--- src/rtl/dequant_pkg.sv ---
// Shared definitions for the dequantization block: FSM state encoding,
// default scaling constants and the product-width helper.
package dequant_pkg;

  typedef enum logic [2:0] {
    S_IDLE = 3'd0,
    S_SUB  = 3'd1,
    S_MUL  = 3'd2,
    S_RND  = 3'd3,
    S_HOLD = 3'd4
  } state_e;

  localparam int          DEF_IN_W       = 9;
  localparam int          DEF_OUT_W      = 64;
  localparam int          DEF_ZERO_POINT = 0;
  localparam logic [31:0] DEF_MULT       = 32'd1073741824;  // 0.5 in Q31
  localparam int          DEF_RSHIFT     = 22;              // with DEF_MULT: exact x256

  // (IN_W+1)-bit difference times a 33-bit non-negative multiplier.
  function automatic int prod_w(input int in_w);
    return in_w + 33;
  endfunction

endpackage

--- src/rtl/dequant_if.sv ---
// Valid/ready handshake bundle between the feature-map buffer, the
// dequantizer and the downstream accumulator.
interface dequant_if
  import dequant_pkg::*;
#(
  parameter int IN_W  = DEF_IN_W,
  parameter int OUT_W = DEF_OUT_W
) ();

  logic signed [IN_W-1:0]  num_quant;
  logic                    in_valid;
  logic                    in_ready;
  logic signed [OUT_W-1:0] num_deq;
  logic                    sig_ok;
  logic                    out_ready;
  logic                    sat;

  // Producer/consumer side.
  modport master (
    output num_quant, in_valid, out_ready,
    input  in_ready, num_deq, sig_ok, sat
  );

  // Dequantizer side.
  modport slave (
    input  num_quant, in_valid, out_ready,
    output in_ready, num_deq, sig_ok, sat
  );

endinterface

--- src/rtl/round_shift.sv ---
// Combinational arithmetic right shift with rounding half away from zero.
// One guard bit keeps the rounding add from overflowing.
module round_shift #(
  parameter int W     = 42,
  parameter int SHIFT = 22
) (
  input  logic signed [W-1:0] x_i,
  output logic signed [W-1:0] y_o
);

  generate
    if (SHIFT == 0) begin : g_pass
      assign y_o = x_i;
    end else begin : g_round
      localparam logic signed [W:0] HALF    = (W+1)'(1) << (SHIFT - 1);
      localparam logic signed [W:0] HALF_M1 = HALF - (W+1)'(1);

      logic signed [W:0] x_ext;
      logic signed [W:0] sum;

      assign x_ext = (W+1)'(x_i);
      // Negative inputs add one less so that ties move away from zero.
      assign sum   = x_i[W-1] ? (x_ext + HALF_M1) : (x_ext + HALF);
      assign y_o   = W'(sum >>> SHIFT);
    end
  endgenerate

endmodule

--- src/rtl/dequantization.sv ---
// Dequantizer: num_deq = round((num_quant - ZERO_POINT) * MULT / 2^RSHIFT),
// ties away from zero, through a SUB -> MUL -> RND -> HOLD pipeline with a
// single operation in flight.
// Build option: define DEQUANT_SAT_EN to clamp results that do not fit in
// OUT_W bits (and flag them on sat); otherwise results wrap and sat is 0.
module dequantization
  import dequant_pkg::*;
#(
  parameter int                     IN_W       = DEF_IN_W,
  parameter int                     OUT_W      = DEF_OUT_W,
  parameter logic signed [IN_W-1:0] ZERO_POINT = IN_W'(DEF_ZERO_POINT),
  parameter logic [31:0]            MULT       = DEF_MULT,
  parameter int                     RSHIFT     = DEF_RSHIFT
) (
  input  logic     clk,
  input  logic     rst,
  dequant_if.slave dq
);

  localparam int PW = prod_w(IN_W);

  state_e                  state_q;
  logic signed [IN_W-1:0]  nq_q;
  logic signed [IN_W:0]    diff_q;
  logic signed [PW-1:0]    prod_q;
  logic signed [OUT_W-1:0] num_deq_q;
  logic                    sig_ok_q;
  logic                    sat_q;

  logic signed [PW-1:0]    r;
  logic signed [OUT_W-1:0] num_deq_d;
  logic                    sat_d;

  round_shift #(.W(PW), .SHIFT(RSHIFT)) u_round_shift (
    .x_i (prod_q),
    .y_o (r)
  );

`ifdef DEQUANT_SAT_EN
  localparam int XW = (OUT_W > PW) ? OUT_W : PW;
  localparam logic signed [XW-1:0] MAXV = XW'({1'b0, {(OUT_W-1){1'b1}}});
  localparam logic signed [XW-1:0] MINV = XW'($signed({1'b1, {(OUT_W-1){1'b0}}}));

  logic signed [XW-1:0] r_x;
  assign r_x = XW'(r);

  // Clamp the rounded value into the signed OUT_W range.
  // NOTE: every output gets a default first so no path leaves it unassigned (no latch).
  always_comb begin
    num_deq_d = OUT_W'(r);
    sat_d     = 1'b0;
    if (r_x > MAXV) begin
      num_deq_d = {1'b0, {(OUT_W-1){1'b1}}};
      sat_d     = 1'b1;
    end else if (r_x < MINV) begin
      num_deq_d = {1'b1, {(OUT_W-1){1'b0}}};
      sat_d     = 1'b1;
    end
  end
`else
  // Keep the low OUT_W bits (sign-extends when OUT_W is wider than r).
  assign num_deq_d = OUT_W'(r);
  assign sat_d     = 1'b0;
`endif

  // Control FSM and datapath registers; reset drops any in-flight operation.
  // NOTE: sequential state uses non-blocking assignments so all registers update together.
  always_ff @(posedge clk or posedge rst) begin
    if (rst) begin
      state_q   <= S_IDLE;
      nq_q      <= '0;
      diff_q    <= '0;
      prod_q    <= '0;
      num_deq_q <= '0;
      sig_ok_q  <= 1'b0;
      sat_q     <= 1'b0;
    end else begin
      case (state_q)
        S_IDLE: begin
          if (dq.in_valid) begin
            nq_q    <= dq.num_quant;
            state_q <= S_SUB;
          end
        end
        S_SUB: begin
          diff_q  <= $signed({nq_q[IN_W-1], nq_q}) -
                     $signed({ZERO_POINT[IN_W-1], ZERO_POINT});
          state_q <= S_MUL;
        end
        S_MUL: begin
          prod_q  <= PW'(diff_q) * PW'($signed({1'b0, MULT}));
          state_q <= S_RND;
        end
        S_RND: begin
          num_deq_q <= num_deq_d;
          sat_q     <= sat_d;
          sig_ok_q  <= 1'b1;
          state_q   <= S_HOLD;
        end
        S_HOLD: begin
          if (dq.out_ready) begin
            sig_ok_q <= 1'b0;
            sat_q    <= 1'b0;
            state_q  <= S_IDLE;
          end
        end
        default: state_q <= S_IDLE;
      endcase
    end
  end

  assign dq.in_ready = (state_q == S_IDLE);
  assign dq.num_deq  = num_deq_q;
  assign dq.sig_ok   = sig_ok_q;
  assign dq.sat      = sat_q;

endmodule

--- src/flat_wrapper.sv ---
// flat-port wrapper written by rule: the top's interface ports become plain ports
module dequantization_flat import dequant_pkg::*;
#(
  parameter int                     IN_W       = DEF_IN_W,
  parameter int                     OUT_W      = DEF_OUT_W,
  parameter logic signed [IN_W-1:0] ZERO_POINT = IN_W'(DEF_ZERO_POINT),
  parameter logic [31:0]            MULT       = DEF_MULT,
  parameter int                     RSHIFT     = DEF_RSHIFT
)
  (clk, rst, dq_num_quant, dq_in_valid, dq_out_ready, dq_in_ready, dq_num_deq, dq_sig_ok, dq_sat);
  dequant_if #(.IN_W(IN_W), .OUT_W(OUT_W)) dq_i ();
  input  logic clk;
  input  logic rst;
  input wire logic [$bits(dq_i.num_quant)-1:0] dq_num_quant;
  input wire logic [$bits(dq_i.in_valid)-1:0] dq_in_valid;
  input wire logic [$bits(dq_i.out_ready)-1:0] dq_out_ready;
  output wire logic [$bits(dq_i.in_ready)-1:0] dq_in_ready;
  output wire logic [$bits(dq_i.num_deq)-1:0] dq_num_deq;
  output wire logic [$bits(dq_i.sig_ok)-1:0] dq_sig_ok;
  output wire logic [$bits(dq_i.sat)-1:0] dq_sat;
  assign dq_i.num_quant = dq_num_quant;
  assign dq_i.in_valid = dq_in_valid;
  assign dq_i.out_ready = dq_out_ready;
  assign dq_in_ready = dq_i.in_ready;
  assign dq_num_deq = dq_i.num_deq;
  assign dq_sig_ok = dq_i.sig_ok;
  assign dq_sat = dq_i.sat;
  dequantization #(.IN_W(IN_W), .OUT_W(OUT_W), .ZERO_POINT(ZERO_POINT), .MULT(MULT), .RSHIFT(RSHIFT)) u_core (.clk(clk), .rst(rst), .dq(dq_i));
endmodule
--- config.mk ---
export PLATFORM = sky130hd
export DESIGN_NAME = dequantization_flat
export DESIGN_NICKNAME = d
export VERILOG_FILES = /design/src/rtl/dequant_pkg.sv /design/src/rtl/dequant_if.sv /design/src/rtl/round_shift.sv /design/src/rtl/dequantization.sv /design/src/flat_wrapper.sv
export SDC_FILE = /design/constraint.sdc
export NUM_CORES = 1
export LEC_CHECK = 0
export CAP_MARGIN = 15
export CORE_MARGIN = 4
export CORE_UTILIZATION = 45
export CTS_BUF_LIST = sky130_fd_sc_hd__clkbuf_8
export DETAILED_ROUTE_END_ITERATION = 10
export PLACE_DENSITY = 0.8
export SETUP_SLACK_MARGIN = 0.05
export SYNTH_ARGS = -nofsm -noshare
export SYNTH_HDL_FRONTEND = slang
export SYNTH_HIERARCHICAL = 1
export SYNTH_SLANG_ARGS = --single-unit
--- constraint.sdc ---
create_clock -name clk -period 4.7 [get_ports clk]
set_clock_uncertainty 0.15 [all_clocks]
set_input_delay 0.47 -clock clk [delete_from_list [all_inputs] [get_ports clk]]
set_output_delay 0.47 -clock clk [all_outputs]
set_load 0.05 [all_outputs]
==> results by stage, run 1 <==
Yosys:
- Yosys printed 6 warnings.
- Counting flops with a built-in enable in the synthesized netlist gives 0.
- Averaged over all synthesized cells, the footprint is approximately 13 µm².
- The number of flip-flops and latches in the synthesized netlist is 73.
- The number of instances in the synthesized netlist is a little under 300.
- The portion of the post-synthesis area used by sequential elements is 0.497.
- The cell type with the largest total area after synthesis is sky130_fd_sc_hd__dfrtp_1.
- In the post-synthesis netlist, the cell with the most instances is sky130_fd_sc_hd__dfrtp_1.
- The share of synthesized area in the top cell type comes to 0.497.
- The post-synthesis cell type count is 36.
- Of all flip-flops after synthesis, the portion carrying an async set or reset was 1.00.
- The primary flip-flop cell chosen by synthesis mapping is sky130_fd_sc_hd__dfrtp_1.
- The cell area after technology mapping is between 3000 and 4000 µm².
- Ranked by total cell area, the synthesized netlist is headed by sky130_fd_sc_hd__dfrtp_1 50%, sky130_fd_sc_hd__mux2_2 21%, sky130_fd_sc_hd__buf_4 9.2%.
- Ranked by instance count, the synthesized netlist is headed by 73 x sky130_fd_sc_hd__dfrtp_1, 69 x sky130_fd_sc_hd__mux2_2, 45 x sky130_fd_sc_hd__buf_4.

Detailed routing:
- The final layout contains routed wiring with a total length of 6370 µm.
- The detailed router placed 2281 vias in this run.
- The first routing iteration left 87 violations.
- The remaining number of nets flagged by the antenna check after routing is 0.
- The total iterations of the first detailed-routing run is 4.
- The DRC violation count after routing is 0.
- In the final routed layout, each cell accounts on average for around 13 µm.
- The detailed-route vias per instance is 4.67.

Critical path:
- STA classifies the critical path endpoint as a primary output.
- The critical-path cell with the highest stage delay is sky130_fd_sc_hd__clkdlybuf4s50_1.
- Along the worst path, the maximum fanout reaches 24.
- The combined buffer and inverter count along the critical path is 1.
- By startpoint and endpoint, the worst setup path is classified as flop to primary output.
- The most critical setup path has its startpoint at u_core/dq.num_deq[41].
- For this run, the slowest stage of the critical path takes about 920 ps.
- STA classifies the critical path startpoint as a flop.
- The data required time of the worst path is 4080 ps.
- The startpoint of the worst register-to-register path is u_core/state_q[1].
- Walking the worst path, the cells encountered are clkdlybuf4s50_1.
- The arrival time at the worst endpoint is slightly below 2000 ps.
- Grouping stages by cell kind, the critical path spends the most delay in buffers and inverters.

Timing:
- Setup repair after global routing left no endpoint under its margin.
- For the final routed database, the setup TNS stands at 0 ps.
- The count of final setup violators is 0.
- The final number of hold-violating endpoints is 0.
- The transition time at the pin with the least slew margin is a little over 700 ps.
- The worst pin sits at a relative slew slack of 0.531.
- For this run, the top clock speed supported by timing is 0.387 GHz.
- The max-slew violation count is 0.
- Of the available clock period, the critical path in the final layout requires 0.550.
- The shortest period the worst path allows is around 2600 ps.

Layout:
- The total inserted antenna cells is 0.
- In the final layout, the share of cells above drive strength 1 is 0.267.
- The number of nets in the layout is just under 400.
- The area growth from synthesis to layout is 26.6%.

Clock network:
- The clock-pin slew on the worst setup and hold paths is about 70 ps.
- The CTS tree is yes.
- The post-cts repair resize count is 0.
- CTS built an H-tree with a depth of 3.
- The total clock buffers created by CTS is 9.
- The number of buffers on the longest clock path is 2.
- The number of post-CTS setup repair buffers is 0.
- The clock net in this run drives a total of 73 sinks.
- The cell at the root of the clock tree is sky130_fd_sc_hd__clkbuf_8.
- The later-pin clock latency in the skew report is around 340 ps.
- After clock tree synthesis, the flow added hold-fix buffers numbering 0.

Global routing:
- The number of antenna violations at the first check in global routing is 0.
- Across every metal layer, demand over resource in global routing totals 0.142.
- For this run the aggregate overflow at the end of global routing stands at 0.
- Entering global routing, the biggest net connects 54 pins.
- The wire length of the first global-routing pass is between 10000 and 15000 µm.
- The via count of the first global-routing pass is 2287.

Status:
- The flow ran to the end, and the final reports show no timing, DRC or antenna violations.

Die:
- The initial standard-cell utilization of the core is 0.469.
- The placeable core area is 7850 µm².
- Row generation in the floorplan step produced 32 rows.
- The die covers between 9000 and 10000 µm².
- From left edge to right edge, the die measures between 90 and 100 µm.
- 80 I/O pins were placed.
- From bottom edge to top edge, the die measures 98.4 µm.

Hold path:
- The path class of the tightest hold or removal check is primary input to asynchronous set/reset pin.

Place:
- The estimated wirelength of the detail-placed design is 4520 µm.
- Routability-driven placement finished with a final weighted congestion of about 0.83.
- The count of input and output buffers is around 80.

Job:
- The tool flagged a number of max-cap violations equal to 0.
## cells in the final DEF, fill, tap and decap left out, drive strengths merged
cell | synthesis | layout
clkdlybuf4s50 | 0 | 78
dfrtp | 73 | 73
mux2 | 70 | 70
conb | 1 | 52
nor2 | 15 | 15
xor2 | 14 | 14
clkbuf | 0 | 11
nand2 | 10 | 10
nor3 | 8 | 8
nor4 | 7 | 7
xnor2 | 6 | 6
nor3b | 5 | 5
nand3 | 5 | 5
inv | 5 | 5
buf | 53 | 5
o21ai | 5 | 5
nand4 | 4 | 4
bufinv | 0 | 2
nor4b | 2 | 2
clkinv | 0 | 1
nand3b | 1 | 1
or4b | 1 | 1
nand2b | 1 | 1
o211ai | 1 | 1
or4 | 1 | 1
a21oi | 1 | 1
o21a | 1 | 1
ha | 1 | 1
## cell type report
type,instances,area [µm²]
sequential,73,1830
clock inverter,3,65.1
timing repair buffer,83,826
clock buffer,11,151
tap,102,128
inverter,5,18.8
multi-input combinational,211,1640
fill,638,3190
## state kept, by name, indices dropped and copies added (netlist names)
signal and count:
u_core/diff_q 9, u_core/dq.num_deq 42, u_core/state_q 3, u_core/dq.sig_ok 1, u_core/nq_q 9, u_core/prod_q 9
## logic make-up (layout without fill, tap and decap cells)
family,Yosys count,in the layout,synth area share
simple gates,60,60,0.112
buf+inv,58,102,0.110
mux,70,70,0.214
xor+xnor,20,20,0.0476
flops,73,73,0.497
compound gates,8,8,0.0153
other cells,1,52,0.00102
fa+ha+maj,1,1,0.00340
## path summary, 6_finish.rpt
kind                                          to  slack [ps]  cells after the start
min in group clk           u_core/dq.num_deq[34]         360                      1
setup / recovery                  dq_num_deq[47]        2110                      1
hold reg to reg            u_core/dq.num_deq[34]         360                      1
max in group asynchronous      u_core/prod_q[36]        3480                      3
hold / removal             u_core/dq.num_deq[25]         290                      2
setup reg to reg               u_core/prod_q[36]        2810                      3
## metrics by stage
stage / cell area, µm² / hold WS, ps / std cells / utilization / worst slack (ps)
floorplan: 3870 / 325 / 342 / - / 2230
global placement: 4410 / 338 / 471 / 0.562 / 2520
detailed placement: 4410 / 339 / 471 / 0.562 / 2450
CTS: 4620 / 360 / 485 / 0.589 / 2070
global route: 4650 / 318 / 488 / 0.593 / 1930
finish: 4650 / 293 / 488 / 0.593 / 2110
## routing by layer
layer	vias to the layer above	routed length (µm)	GRT usage
met2	69	3220	0.243
met3	14	381	0.0329
li1	1099	-	-
met4	0	158	0.0725
met1	1099	2610	0.166
met5	-	0	0
## worst reg2reg max path, cell delays in order (launching register included)
cell and delay [ps]:
sky130_fd_sc_hd__dfrtp_1 540, sky130_fd_sc_hd__nor3b_1 460, sky130_fd_sc_hd__buf_2 280, sky130_fd_sc_hd__mux2_2 350
Power of run 1 is not shown: default switching activity piles up to over one toggle a cycle in this logic, so the estimate is an artifact.
==> inputs of run 2 (changes only) <==
==> constraint.sdc (replaced) <==
create_clock -name clk -period 2.65 [get_ports clk]
set_clock_uncertainty 0.15 [all_clocks]
set_input_delay 0.265 -clock clk [delete_from_list [all_inputs] [get_ports clk]]
set_output_delay 0.265 -clock clk [all_outputs]
set_load 0.05 [all_outputs]
==> run 2 against run 1 <==
Against the previous run:
- critical path depth did not move
- utilization fell by 0.40 points
- flip-flop and latch count did not move
- non-clock buffer count fell by 1
- final cell count rose by 0.20%
- clock-buffer cell count fell by 2
- worst hold slack got worse by 130 ps
- global-route usage fell by 0.80 points
- sequential share of layout area rose by 0.27 points
- design area fell by 0.67%
- highest routed layer unchanged
- worst setup slack got worse by 1900 ps
==> results by stage, run 2 (synthesis results as in run 1) <==
Critical path:
- The worst setup path is captured at a primary output.
- The signal on the critical path passes through clkdlybuf4s50_1.
- The category of the most critical setup path is flop to primary output.
- The critical path launch point type is a flop.
- The combined buffer and inverter count along the critical path is 1.
- Among cell families on the critical path, the largest total delay comes from buffers and inverters.
- Data on the critical path arrives at its endpoint at 1970 ps.
- In this run the worst path has a maximum fanout of 24.
- For the worst setup path, the data required time is roughly 2200 ps.
- The largest incremental delay on the critical path is between 900 and 1000 ps.
- The largest individual stage delay along the critical path comes from the cell sky130_fd_sc_hd__clkdlybuf4s50_1.

Place:
- The pre-CTS setup slack is roughly 600 ps.
- The cell total after placement is around 470.
- The placer's final routability congestion estimate is ~0.74.
- After legalization and detailed placement, the total HPWL measured around 4400 µm.
- The count of input and output buffers is 78.

Global routing:
- The global-route usage over all layers is 0.134.
- The first global-routing pass estimated between 10000 and 15000 µm of wire.
- The via count of the first global-routing pass is 2228.
- The number of antenna violations at the first check in global routing is 0.
- Global routing finished with a remaining overflow of 0.
- The maximum number of pins on one net before global-route repair is between 70 and 80.

Timing:
- The total negative slack for setup checks is 0 ps.
- The final number of hold-violating endpoints came to 0.
- The transition time at the pin with the least slew margin is around 660 ps.
- For this run, the top clock speed supported by timing is roughly 0.42 GHz.
- Setup violations remaining at the end of the flow were counted as 0.
- The fraction of the cycle the final worst path needs is 0.901.
- The max-slew violation count is 0.
- Setup repair after global routing left no endpoint under its margin.
- The worst-case headroom to the max-slew limit is 0.558.
- The shortest period the worst path allows is approximately 2400 ps.
- The worst path meets setup with approximately 260 ps of slack.

Clock network:
- Counting every sink on the clock net gives 73.
- The number of H-tree levels is 3.
- The number of post-CTS setup repair buffers is 0.
- In this run the deepest clock path goes through 2 buffers.
- The CTS tree is yes.
- The total clock buffers created by CTS is 9.
- The clock-pin slew on the worst setup and hold paths is ~70 ps.
- Once the clock tree was built, the resizer swapped 0 gates to a different size.
- Clock tree synthesis selected as its root buffer the cell sky130_fd_sc_hd__clkbuf_8.
- The later pin in the worst-skew pair is clocked with a latency of about 340 ps.
- The number of hold buffers added after CTS is 0.

Detailed routing:
- After the first detailed-routing iteration, the DRC count stood at between 60 and 70.
- The via count is about 2300.
- The average routed wire per standard cell is 12.5 µm.
- In this run the remaining antenna-violating nets after routing total 0.
- The DRC violation count after routing is 0.
- The detailed-route vias per instance is 4.61.
- The total iterations of the first detailed-routing run is 4.
- For this block, the routed nets add up to 6120 µm of wire.

Die:
- The die is between 90 and 100 µm wide.
- The vertical die dimension is 98.4 µm.
- For this configuration, the core starts out at a cell density of 0.469.
- The placeable core area is 7850 µm².
- The floorplan step defined a die boundary enclosing between 9000 and 10000 µm².
- 80 I/O pins were placed.
- The standard-cell row count is 32.

Layout:
- The total area of sequential cells is 1830 µm².
- Leaving out filler cells and counting taps, the final layout contains between 400 and 500.
- 0 antenna diodes ended up in the layout.
- From synthesis to final layout, the design area changed by 25.7%.
- Leaving out fill and tap cells, the most frequent cells in the layout are 78 x sky130_fd_sc_hd__clkdlybuf4s50_1, 73 x sky130_fd_sc_hd__dfrtp_1, 69 x sky130_fd_sc_hd__mux2_2.
- The filler cells instantiated in the layout total 662.
- Of the cells placed in the final design, the portion with a size suffix greater than 1 is 0.264.
- The multi-input combinational cells in the finished layout cover a total of 1640 µm².
- The leading cell type in the layout, fill and taps excluded is sky130_fd_sc_hd__clkdlybuf4s50_1.
- At the end of the flow, the number of nets in the layout was between 300 and 400.
- The core utilization of the finished layout is 0.589.
- The register with the most flip-flops in the layout has 42 of them.

Status:
- The flow ran to the end, and the final reports show no timing, DRC or antenna violations.

Hold path:
- In this run the worst hold path is classified as primary input to asynchronous set/reset pin.

Job:
- Across the run, the number of max-cap violations was 0.
run 2: final timing paths:
check	cells after the start	from	slack [ps]	to
min in group clk	1	u_core/diff_q[0]	350	u_core/prod_q[30]
hold reg to reg	1	u_core/diff_q[0]	350	u_core/prod_q[30]
setup reg to reg	3	u_core/state_q[2]	810	u_core/dq.num_deq[16]
hold / removal	3	rst	160	u_core/dq.num_deq[21]
setup / recovery	1	u_core/dq.num_deq[41]	260	dq_num_deq[60]
max in group asynchronous	3	rst	1880	u_core/dq.num_deq[5]
run 2: layer usage:
metal,global-route usage,up-vias,part of all wire,wire [µm]
met5,0,-,0,0
met4,0.0441,0,0.016,96
met3,0.0436,8,0.061,376
met2,0.228,54,0.51,3120
li1,-,1092,-,-
met1,0.160,1098,0.41,2530
run 2: cell type report:
class | instances | share of cell area
tap | 102 | 0.0276
clock inverter | 7 | 0.0138
multi-input combinational | 211 | 0.355
sequential | 73 | 0.395
timing repair buffer | 82 | 0.178
clock buffer | 9 | 0.0268
inverter | 5 | 0.00406
run 2: stage by stage:
stage,area [µm²],hold slack (ps)
5_1_grt,4620,213
6_report,4620,163
4_1_cts,4620,186
2_1_floorplan,3870,267
3_3_place_gp,4440,337
3_5_place_dp,4440,342
Power of run 2 is left out for the same reason.
==> inputs of run 3 (changes only) <==
--- a/config.mk
+++ b/config.mk
@@ -6,7 +6,7 @@
 export NUM_CORES = 1
 export LEC_CHECK = 0
 export CAP_MARGIN = 15
-export CORE_MARGIN = 4
+export CORE_MARGIN = 5
 export CORE_UTILIZATION = 45
 export CTS_BUF_LIST = sky130_fd_sc_hd__clkbuf_8
 export DETAILED_ROUTE_END_ITERATION = 10
==> run 3 against run 2 <==
Against the previous run:
- flip-flop and latch count stayed put
- maximum frequency hardly changed
- design area increased by 0.24%
- critical path depth unchanged
- final cell count increased by 0.82%
- clock-buffer cell count unchanged
- largest cell class unchanged
==> results by stage, run 3 (synthesis results as in run 1) <==
Die:
- The vertical die dimension is ~100 µm.
- 80 I/O pins were placed.
- The die extent in x is around 100 µm.
- The die footprint is 10100 µm².
- The standard-cell row count is 33.
- After floorplanning, the core was sized to cover between 8000 and 9000 µm².
- The initial utilization of the core area, before any placement, comes to 0.454.

Clock network:
- The number of hold buffers added after CTS is 0.
- The clock-pin slew on the worst setup and hold paths is ~80 ps.
- The post-cts repair resize count is 0.
- The cell at the root of the clock tree is sky130_fd_sc_hd__clkbuf_8.
- The number of buffers on the longest clock path is 2.
- The number of post-CTS setup repair buffers is 0.
- The H-tree was split into 3 levels.
- Clock tree synthesis inserted a total of 9 buffers.
- TritonCTS built the clock tree.
- The later-pin clock latency in the skew report is about 340 ps.
- Clock tree synthesis found a total of 73 sinks.

Layout:
- In the layout the commonest cells are 78 x sky130_fd_sc_hd__clkdlybuf4s50_1, 73 x sky130_fd_sc_hd__dfrtp_1, 69 x sky130_fd_sc_hd__mux2_2.
- The number of nets in the layout is 397.
- The filler cells instantiated in the layout total 687.
- The share of layout cells above drive strength 1 is 0.265.
- The leading cell type in the layout, fill and taps excluded is sky130_fd_sc_hd__clkdlybuf4s50_1.
- The register with the most flip-flops in the layout has 42 of them.
- The layout overhead on the synthesized area is 26.0%.
- The repair_antennas step left the layout with diodes totalling 0.

Critical path:
- STA classifies the critical path endpoint as a primary output.
- The startpoint of the worst register-to-register path is u_core/state_q[2].
- The worst reg-to-reg path cell count is 2.
- The setup check on the worst reg-to-reg path leaves a slack of around 840 ps.
- Data on the critical path arrives at its endpoint at just under 2000 ps.
- The combined buffer and inverter count along the critical path is 1.
- The critical-path cell with the highest stage delay is sky130_fd_sc_hd__clkdlybuf4s50_1.
- The largest single stage delay on the critical path is approximately 920 ps.
- On the critical path the largest part of the delay comes from buffers and inverters.
- The worst register-to-register path ends at u_core/nq_q[8].
- Data on the critical path is required at its endpoint by ~2200 ps.
- Walking the worst path, the cells encountered are clkdlybuf4s50_1.
- The critical path launch point type is a flop.
- The critical path is of the flop to primary output type.
- The maximum fanout along the worst path is 24.

Detailed routing:
- The detailed-route wire length is ~6400 µm.
- The via count is 2244.
- The average routed wire per standard cell is 13.0 µm.
- The detail route stage leaves a number of antenna-violating nets equal to 0.
- After detailed routing, the number of remaining DRC violations is 0.
- The number of DRC markers after the initial detailed-route iteration is between 100 and 150.
- The total iterations of the first detailed-routing run is 4.
- Dividing the detail-routed via count by the number of cells gives 4.55.

Global routing:
- The maximum number of pins on one net before global-route repair is 47.
- The via count of the first global-routing pass came to 2289.
- The number of antenna violations at the first check in global routing is 0.
- Across every metal layer, demand over resource in global routing totals 0.139.
- The wire length of the first global-routing pass is ~11000 µm.
- Global routing finished with a remaining overflow of 0.

Place:
- Detailed placement ended at an HPWL of between 4000 and 5000 µm.
- The congestion estimate from routability-driven global placement came to slightly above 0.8.
- The count of input and output buffers is between 70 and 80.

Timing:
- In this run the tightest slew margin relative to its limit is 0.552.
- The transition time at the pin with the least slew margin is slightly below 700 ps.
- The final number of hold-violating endpoints is 0.
- The fraction of the cycle the final worst path needs is 0.902.
- Setup violations remaining at the end of the flow were counted as 0.
- The worst path in the final design needs a cycle of roughly 2400 ps, including I/O delays and setup.
- The max-slew violation count is 0.
- After routing, the total negative slack on setup checks comes to 0 ps.
- The maximum clock frequency is approximately 0.42 GHz.
- Setup repair after global routing left no endpoint under its margin.

Hold path:
- The path class of the tightest hold or removal check is primary input to asynchronous set/reset pin.

Job:
- The number of max-capacitance violations reported is 0.

Status:
- The run finished with clean final reports.
run 3: layout make-up:
cell class / count / area, µm² / share of cell area
Sequential cell: 73 / 1830 / 0.394
Multi-Input combinational cell: 211 / 1640 / 0.354
Timing Repair Buffer: 83 / 831 / 0.179
Tap cell: 105 / 131 / 0.0283
Clock buffer: 9 / 124 / 0.0267
Clock inverter: 7 / 63.8 / 0.0138
Inverter: 5 / 18.8 / 0.00405
run 3: how the worst max path moves through the flow:
stage,slack [ps],cells past startpoint,startpoint,to
2_1_floorplan,380,1,rst,u_core/diff_q[0]
3_3_place_gp,650,1,u_core/dq.num_deq[41],dq_num_deq[59]
3_5_place_dp,570,1,u_core/dq.num_deq[41],dq_num_deq[42]
4_1_cts,190,1,u_core/dq.num_deq[41],dq_num_deq[51]
5_1_grt,80,1,u_core/dq.num_deq[41],dq_num_deq[56]
6_report,260,1,u_core/dq.num_deq[41],dq_num_deq[51]
run 3: stage by stage:
step / instances / utilization / area, µm² / setup WS (ps) / hold slack, ps
floorplan: 342 / - / 3870 / 382 / 267
global placement: 477 / 0.549 / 4450 / 645 / 339
detailed placement: 477 / 0.549 / 4450 / 574 / 342
CTS: 493 / 0.573 / 4630 / 192 / 163
global route: 493 / 0.573 / 4630 / 82.4 / 221
finish: 493 / 0.573 / 4630 / 259 / 159
run 3: layer usage:
| layer | track usage | vias up | routed length [µm] |
|---|---|---|---|
| li1 | - | 1090 | - |
| met4 | 0.0798 | 0 | 168 |
| met5 | 0 | - | 0 |
| met2 | 0.229 | 50 | 3220 |
| met1 | 0.168 | 1092 | 2680 |
| met3 | 0.0292 | 12 | 328 |
Power of run 3 is left out for the same reason.
